<file path="config.mk">
export PLATFORM = sky130hd
export DESIGN_NAME = if_fetch_queue
export DESIGN_NICKNAME = d
export VERILOG_FILES = /design/src/rtl/if_fetch_queue.sv
export SDC_FILE = /design/constraint.sdc
export NUM_CORES = 1
export LEC_CHECK = 0
export ABC_AREA = 1
export CORE_MARGIN = 3
export CORE_UTILIZATION = 50
export CTS_CLUSTER_SIZE = 24
export DETAILED_ROUTE_END_ITERATION = 12
export GPL_TIMING_DRIVEN = 0
export PLACE_DENSITY = 0.86
export SYNTH_ARGS = -nofsm -noshare
export SYNTH_HDL_FRONTEND = slang
export SYNTH_SLANG_ARGS = --single-unit
</file>
<file path="constraint.sdc">
create_clock -name clk -period 6 [get_ports clk]
set_input_delay 1.2 -clock clk [delete_from_list [all_inputs] [get_ports clk]]
set_output_delay 1.2 -clock clk [all_outputs]
set_load 0.03 [all_outputs]
</file>
<file path="src/rtl/if_fetch_queue.sv">
// ---------------------------------------------------------------------------
// if_fetch_queue
//   Instruction-fetch stage: owns the fetch PC, drives a combinational
//   instruction ROM and buffers fetched {pc, inst} pairs in a small FIFO that
//   decode drains through a valid/ready handshake. A branch redirect flushes
//   the queue and restarts fetch at the (word-aligned) branch target.
//
// Ports
//   clk, rst          clock (rising edge), asynchronous active-high reset
//   rom_ce            ROM chip enable (registered)
//   rom_addr          ROM byte address, equals the fetch PC
//   rom_inst          ROM data, valid in the same cycle as rom_addr
//   branch_flag_i     redirect request, sampled at the clock edge
//   branch_target_i   redirect address, bits [1:0] ignored
//   id_valid          head entry is valid
//   id_ready          decode accepts the head entry
//   id_pc, id_inst    head entry contents, zero when the queue is empty
//   level_o           number of occupied entries, 0..DEPTH
//   fetch_cnt_o       (IFQ_STATS_EN only) push counter
//   flush_cnt_o       (IFQ_STATS_EN only) redirect counter
//
// Configuration
//   Define IFQ_STATS_EN to add the fetch/flush statistics counters.
// ---------------------------------------------------------------------------
module if_fetch_queue #(
  parameter int unsigned DEPTH    = 4,
  parameter logic [31:0] RESET_PC = 32'h0,
  parameter int unsigned LVL_W    = 3
) (
  input  logic             clk,
  input  logic             rst,
  output logic             rom_ce,
  output logic [31:0]      rom_addr,
  input  logic [31:0]      rom_inst,
  input  logic             branch_flag_i,
  input  logic [31:0]      branch_target_i,
  output logic             id_valid,
  input  logic             id_ready,
  output logic [31:0]      id_pc,
  output logic [31:0]      id_inst,
  output logic [LVL_W-1:0] level_o
`ifdef IFQ_STATS_EN
  ,
  output logic [31:0]      fetch_cnt_o,
  output logic [31:0]      flush_cnt_o
`endif
);

  localparam int unsigned PTR_W = (DEPTH > 1) ? $clog2(DEPTH) : 1;

  logic [31:0]      fetch_pc;
  logic [PTR_W-1:0] rd_ptr;
  logic [PTR_W-1:0] wr_ptr;
  logic [LVL_W-1:0] level;
  logic [31:0]      pc_mem   [DEPTH];
  logic [31:0]      inst_mem [DEPTH];

  logic             pop;
  logic             push;
  logic [LVL_W-1:0] level_nxt;

  // Low target bits are architecturally ignored.
  logic unused_target_bits;
  assign unused_target_bits = ^branch_target_i[1:0];

  // Handshake and push qualification; a pop frees a slot on the same edge.
  always_comb begin
    pop  = id_valid && id_ready;
    push = rom_ce && !branch_flag_i && ((level < LVL_W'(DEPTH)) || pop);
  end

  always_comb begin
    level_nxt = level;
    unique case ({push, pop})
      2'b10:   level_nxt = level + LVL_W'(1);
      2'b01:   level_nxt = level - LVL_W'(1);
      default: level_nxt = level;
    endcase
  end

  // Fetch PC, ROM enable, pointers and occupancy.
  always_ff @(posedge clk or posedge rst) begin
    if (rst) begin
      rom_ce   <= 1'b0;
      fetch_pc <= RESET_PC;
      rd_ptr   <= '0;
      wr_ptr   <= '0;
      level    <= '0;
    end else begin
      rom_ce <= 1'b1;
      if (branch_flag_i) begin
        fetch_pc <= {branch_target_i[31:2], 2'b00};
        rd_ptr   <= '0;
        wr_ptr   <= '0;
        level    <= '0;
      end else begin
        if (push) begin
          fetch_pc <= fetch_pc + 32'd4;
          wr_ptr   <= wr_ptr + PTR_W'(1);
        end
        if (pop) begin
          rd_ptr <= rd_ptr + PTR_W'(1);
        end
        level <= level_nxt;
      end
    end
  end

  // Storage needs no reset: entries are only visible while counted in level.
  always_ff @(posedge clk) begin
    if (push) begin
      pc_mem[wr_ptr]   <= fetch_pc;
      inst_mem[wr_ptr] <= rom_inst;
    end
  end

  // Head-of-queue view, zeroed when empty.
  always_comb begin
    id_valid = (level != '0);
    id_pc    = id_valid ? pc_mem[rd_ptr]   : 32'h0;
    id_inst  = id_valid ? inst_mem[rd_ptr] : 32'h0;
  end

  assign rom_addr = fetch_pc;
  assign level_o  = level;

`ifdef IFQ_STATS_EN
  // Statistics counters, wrapping naturally at 2^32.
  always_ff @(posedge clk or posedge rst) begin
    if (rst) begin
      fetch_cnt_o <= 32'h0;
      flush_cnt_o <= 32'h0;
    end else begin
      if (push) begin
        fetch_cnt_o <= fetch_cnt_o + 32'd1;
      end
      if (branch_flag_i) begin
        flush_cnt_o <= flush_cnt_o + 32'd1;
      end
    end
  end
`endif

endmodule
</file>
==> key figures <==
Clock network
  • Post-CTS setup buffer count: 0
  • CTS root buffer: clkbuf_16
  • # resized after CTS: 0
  • Clock Sinks: ~290
  • CTS Hold Bufs: 0
  • Total CTS buffers: 27
  • CTS Buffer Depth: 3
  • Clock Latency Late Sink: between 0.5 and 0.6 ns
  • CTS tree: yes
  • Worst-path clk slew: about 0.06 ns
  • H-tree Lvls: 1

Setup path
  • CP Class: reg -> out
  • Crit-path cells: buf_4 > clkinv_2 > buf_4 > clkbuf_1 > o21ai_0 > a21oi_1 > clkdlybuf4s50_1
  • Worst setup SP type: register
  • Slowest stage delay, CP: roughly 0.74 ns
  • CP most frequent cell: buf_4
  • CP required: around 4.8 ns
  • CP max-delay cell: clkdlybuf4s50_1
  • CP max FO: 10
  • Crit. End Element: primary output
  • Worst EP arrival: just over 3 ns

Power and ir drop
  • PwrDens: roughly 420 mW/mm²
  • Sw Pwr: ~0.0023 W
  • Clock share of power: 25.1%
  • Internal: about 0.0040 W
  • Leak: roughly 5.5 nW
  • Gate power share: 36.9%
  • Sw Share: between 30% and 40%
  • Sequential Power Share: 38.0%
  • VDD IR-drop max: ~0.20 mV

Final layout
  • Area of the multi-input gates: around 0.0034 mm²
  • Layout cells sized above 1: 7.17%
  • Post-route cell area: around 0.015 mm²
  • Synth-to-layout area growth: 24.9%
  • Final-stage net count: 1,420
  • # diodes: 0
  • Fill count: between 1.5k and 2k
  • Final core utilization: between 60% and 70%
  • Sequential Area: roughly 0.0084 mm²

Synth
  • Post-Syn Area per Cell: approximately 11 µm²
  • Mapped Area: 0.0122 mm²
  • FF+latch count, synth: about 290
  • Synth unique cells: 31
  • Synthesis warning total: 0
  • Register area share after synthesis: around 69%
  • Synth Instances: around 1.1k

Floorplanning
  • IO Count: 169
  • Initial core utilization: roughly 51%
  • Core ar.: 0.0238 mm²
  • Cell row count: 56
  • Die X: approximately 160 µm
  • Vert. Die Dim: 162 µm
  • Full die area: approximately 0.026 mm²

Timing
  • Total negative setup slack: 0 ns
  • Final hold slack: 0.575 ns
  • Hold Vio Cnt, Final: 0
  • Final Setup Violations: 0
  • RSZ-0062 raised after global routing: no
  • Slew headroom: approximately 44%
  • Max Clock Skew: 0.0303 ns
  • Crit share post-route: around 70%
  • Pins Over Slew Limit: 0
  • Minimum clock period: 4.31 ns
  • Worst-Margin Slew: between 0.8 and 0.9 ns
  • Max Clk Rate: 232 MHz

Hold path
  • Worst min-delay path class: reg -> reg

Placed design
  • Placement Cell Area: 0.0145 mm²
  • Buffers on Ports: roughly 160
  • Placer Congestion: 0.872
  • DP HPWL: ~20,000 µm

GRT
  • GRT overflow: 0
  • Global route hottest layer: met2
  • Grt met2 use: approximately two fifths
  • Total Routing Usage GR: a little under a quarter
  • Vias in the first global route: about 9.0k
  • Global-route wire length before repair: approximately 48,000 µm
  • Number of antenna violations at the first check in global routing: 0
  • Largest net degree at the start of global routing: 39
  • Met1 global-route usage: a little under a third
  • Grt met3 use: around 3%

Detailed routing
  • WL per Instance: roughly 18 µm
  • DR vias: about 9.3k
  • Post-route ant nets: 0
  • Remaining DRCs: 0
  • Pre-antenna DRT Iters: 6
  • Initial DRC count: roughly 870
  • Vias per cell: about 5.5
  • Final WL: just over 30,000 µm

Run status
  • Status: finished, final reports clean

Flow run
  • Max Cap Viol: 0
==> placed cells by master (no fill, tap or decap), types with 3 or more instances in the layout <==
| cell | count |
|---|---|
| clkinv_2 | 4 |
| conb_1 | 5 |
| nand2_2 | 4 |
| o211ai_1 | 4 |
| nor2_4 | 8 |
| inv_2 | 5 |
| o21bai_1 | 11 |
| buf_2 | 18 |
| buf_1 | 4 |
| ha_1 | 5 |
| clkbuf_1 | 31 |
| buf_12 | 8 |
| xnor2_1 | 3 |
| and2_1 | 3 |
| nand3_1 | 44 |
| dfrtp_1 | 38 |
| buf_4 | 10 |
| nor2_1 | 284 |
| o21ai_0 | 143 |
| inv_1 | 48 |
| clkinv_1 | 10 |
| nand2_1 | 153 |
| clkdlybuf4s50_1 | 162 |
| clkbuf_16 | 27 |
| a21oi_1 | 66 |
| edfxtp_1 | 248 |
| nor2_2 | 8 |
==> metrics by stage <==
stage	instances	total power (W)	setup slack, ns
after global routing	1685	0.00665	1.52
after detailed placement	1636	0.00482	2.26
after floorplan	1147	0.00378	1.40
after global placement	1628	0.00476	-1.15
after CTS	1685	0.00641	1.63
final	1685	0.00637	1.69
==> sequential cells by signal, indices dropped and copies added, names as in the netlist <==
signal    cells
rom_addr     30
rd_ptr        2
level_o       3
wr_ptr        2
inst_mem    128
rom_ce        1
pc_mem      120
==> layer usage <==
| metal | vias to the layer above | part of all wire [%] |
|---|---|---|
| met1 | 4408 | 39 |
| li1 | 4306 | - |
| met4 | 0 | 2.4 |
| met2 | 514 | 50 |
| met3 | 65 | 8.7 |
| met5 | - | 0 |
==> Yosys cell counts <==
library cell / number / area, µm²
a21oi_1: 66 / 330
a31oi_1: 1 / 6.26
and2_1: 3 / 18.8
buf_1: 4 / 15.0
buf_2: 18 / 90.1
buf_4: 10 / 75.1
clkbuf_1: 25 / 93.8
clkbuf_2: 1 / 5.00
clkinv_2: 1 / 5.00
conb_1: 2 / 7.51
dfrtp_1: 38 / 951
edfxtp_1: 248 / 7450
fa_1: 1 / 20.0
ha_1: 5 / 62.6
inv_1: 49 / 184
inv_2: 4 / 15.0
nand2_1: 153 / 574
nand2_2: 4 / 25.0
nand2_4: 1 / 11.3
nand3_1: 44 / 220
nand3_2: 1 / 10.0
nand3b_1: 1 / 7.51
nor2_1: 288 / 1080
nor2_2: 8 / 50.1
nor2_4: 4 / 45.0
o211ai_1: 4 / 30.0
o21ai_0: 143 / 716
o21ai_1: 1 / 5.00
o21bai_1: 11 / 82.6
xnor2_1: 3 / 26.3
xor2_1: 2 / 17.5
==> worst max-delay path, delay by kind of cell, from the launching register on <==
| kind | cells | cell delay, ns |
|---|---|---|
| AOI/OAI and AO/OA | 2 | 0.52 |
| DFF | 1 | 0.40 |
| buffers and inverters | 5 | 1.65 |
==> worst paths after layout <==
| kind | start | endpoint | slack, ns | cells after the start |
|---|---|---|---|---|
| worst min-delay path | level_o[1]$_DFFE_PP0P_ | level_o[1]$_DFFE_PP0P_ | 0.57 | 2 |
| worst min register to register | level_o[1]$_DFFE_PP0P_ | level_o[1]$_DFFE_PP0P_ | 0.57 | 2 |
| worst max-delay path | rd_ptr[0]$_DFFE_PP0P_ | id_pc[13] | 1.69 | 7 |
| worst max register to register | level_o[2]$_DFFE_PP0P_ | level_o[2]$_DFFE_PP0P_ | 3.81 | 10 |
| max in group asynchronous | rst | rom_addr[23]$_DFFE_PP0N_ | 4.30 | 2 |
| min in group asynchronous | rst | rom_addr[20]$_DFFE_PP0N_ | 1.17 | 2 |
==> power by group through the flow <==
stage / registers (W) / logic, W / clock network (W)
5_1_grt: 0.00244 / 0.00251 / 0.00170
6_report: 0.00242 / 0.00235 / 0.00160
3_5_place_dp: 0.00246 / 0.00235 / 0
4_1_cts: 0.00242 / 0.00237 / 0.00162
2_1_floorplan: 0.00250 / 0.00128 / 0
3_3_place_gp: 0.00247 / 0.00229 / 0
==> cells by family (layout without fill, tap and decap cells) <==
logic type,count (synthesis),in the layout,share of synthesized area [%]
AND/OR/NAND/NOR,507,507,16.7
flip-flops,286,286,68.7
AO/OA/AOI/OAI,226,226,9.57
buffers and inverters,112,331,3.95
adder cells (fa/ha/maj),6,6,0.675
XOR/XNOR,5,5,0.358
other,2,5,0.0614
==> layout make-up <==
| type | count | area share [%] |
|---|---|---|
| plain buffers | 58 | 1.83 |
| clock buffers | 33 | 4.57 |
| clock inverters | 16 | 0.795 |
| inverters | 54 | 1.34 |
| multi-input cells | 749 | 22.2 |
| flip-flops and latches | 286 | 55.0 |
| well taps | 319 | 2.61 |
| repair buffers | 170 | 11.7 |
No activity file was read; power rests on OpenSTA's default activity.
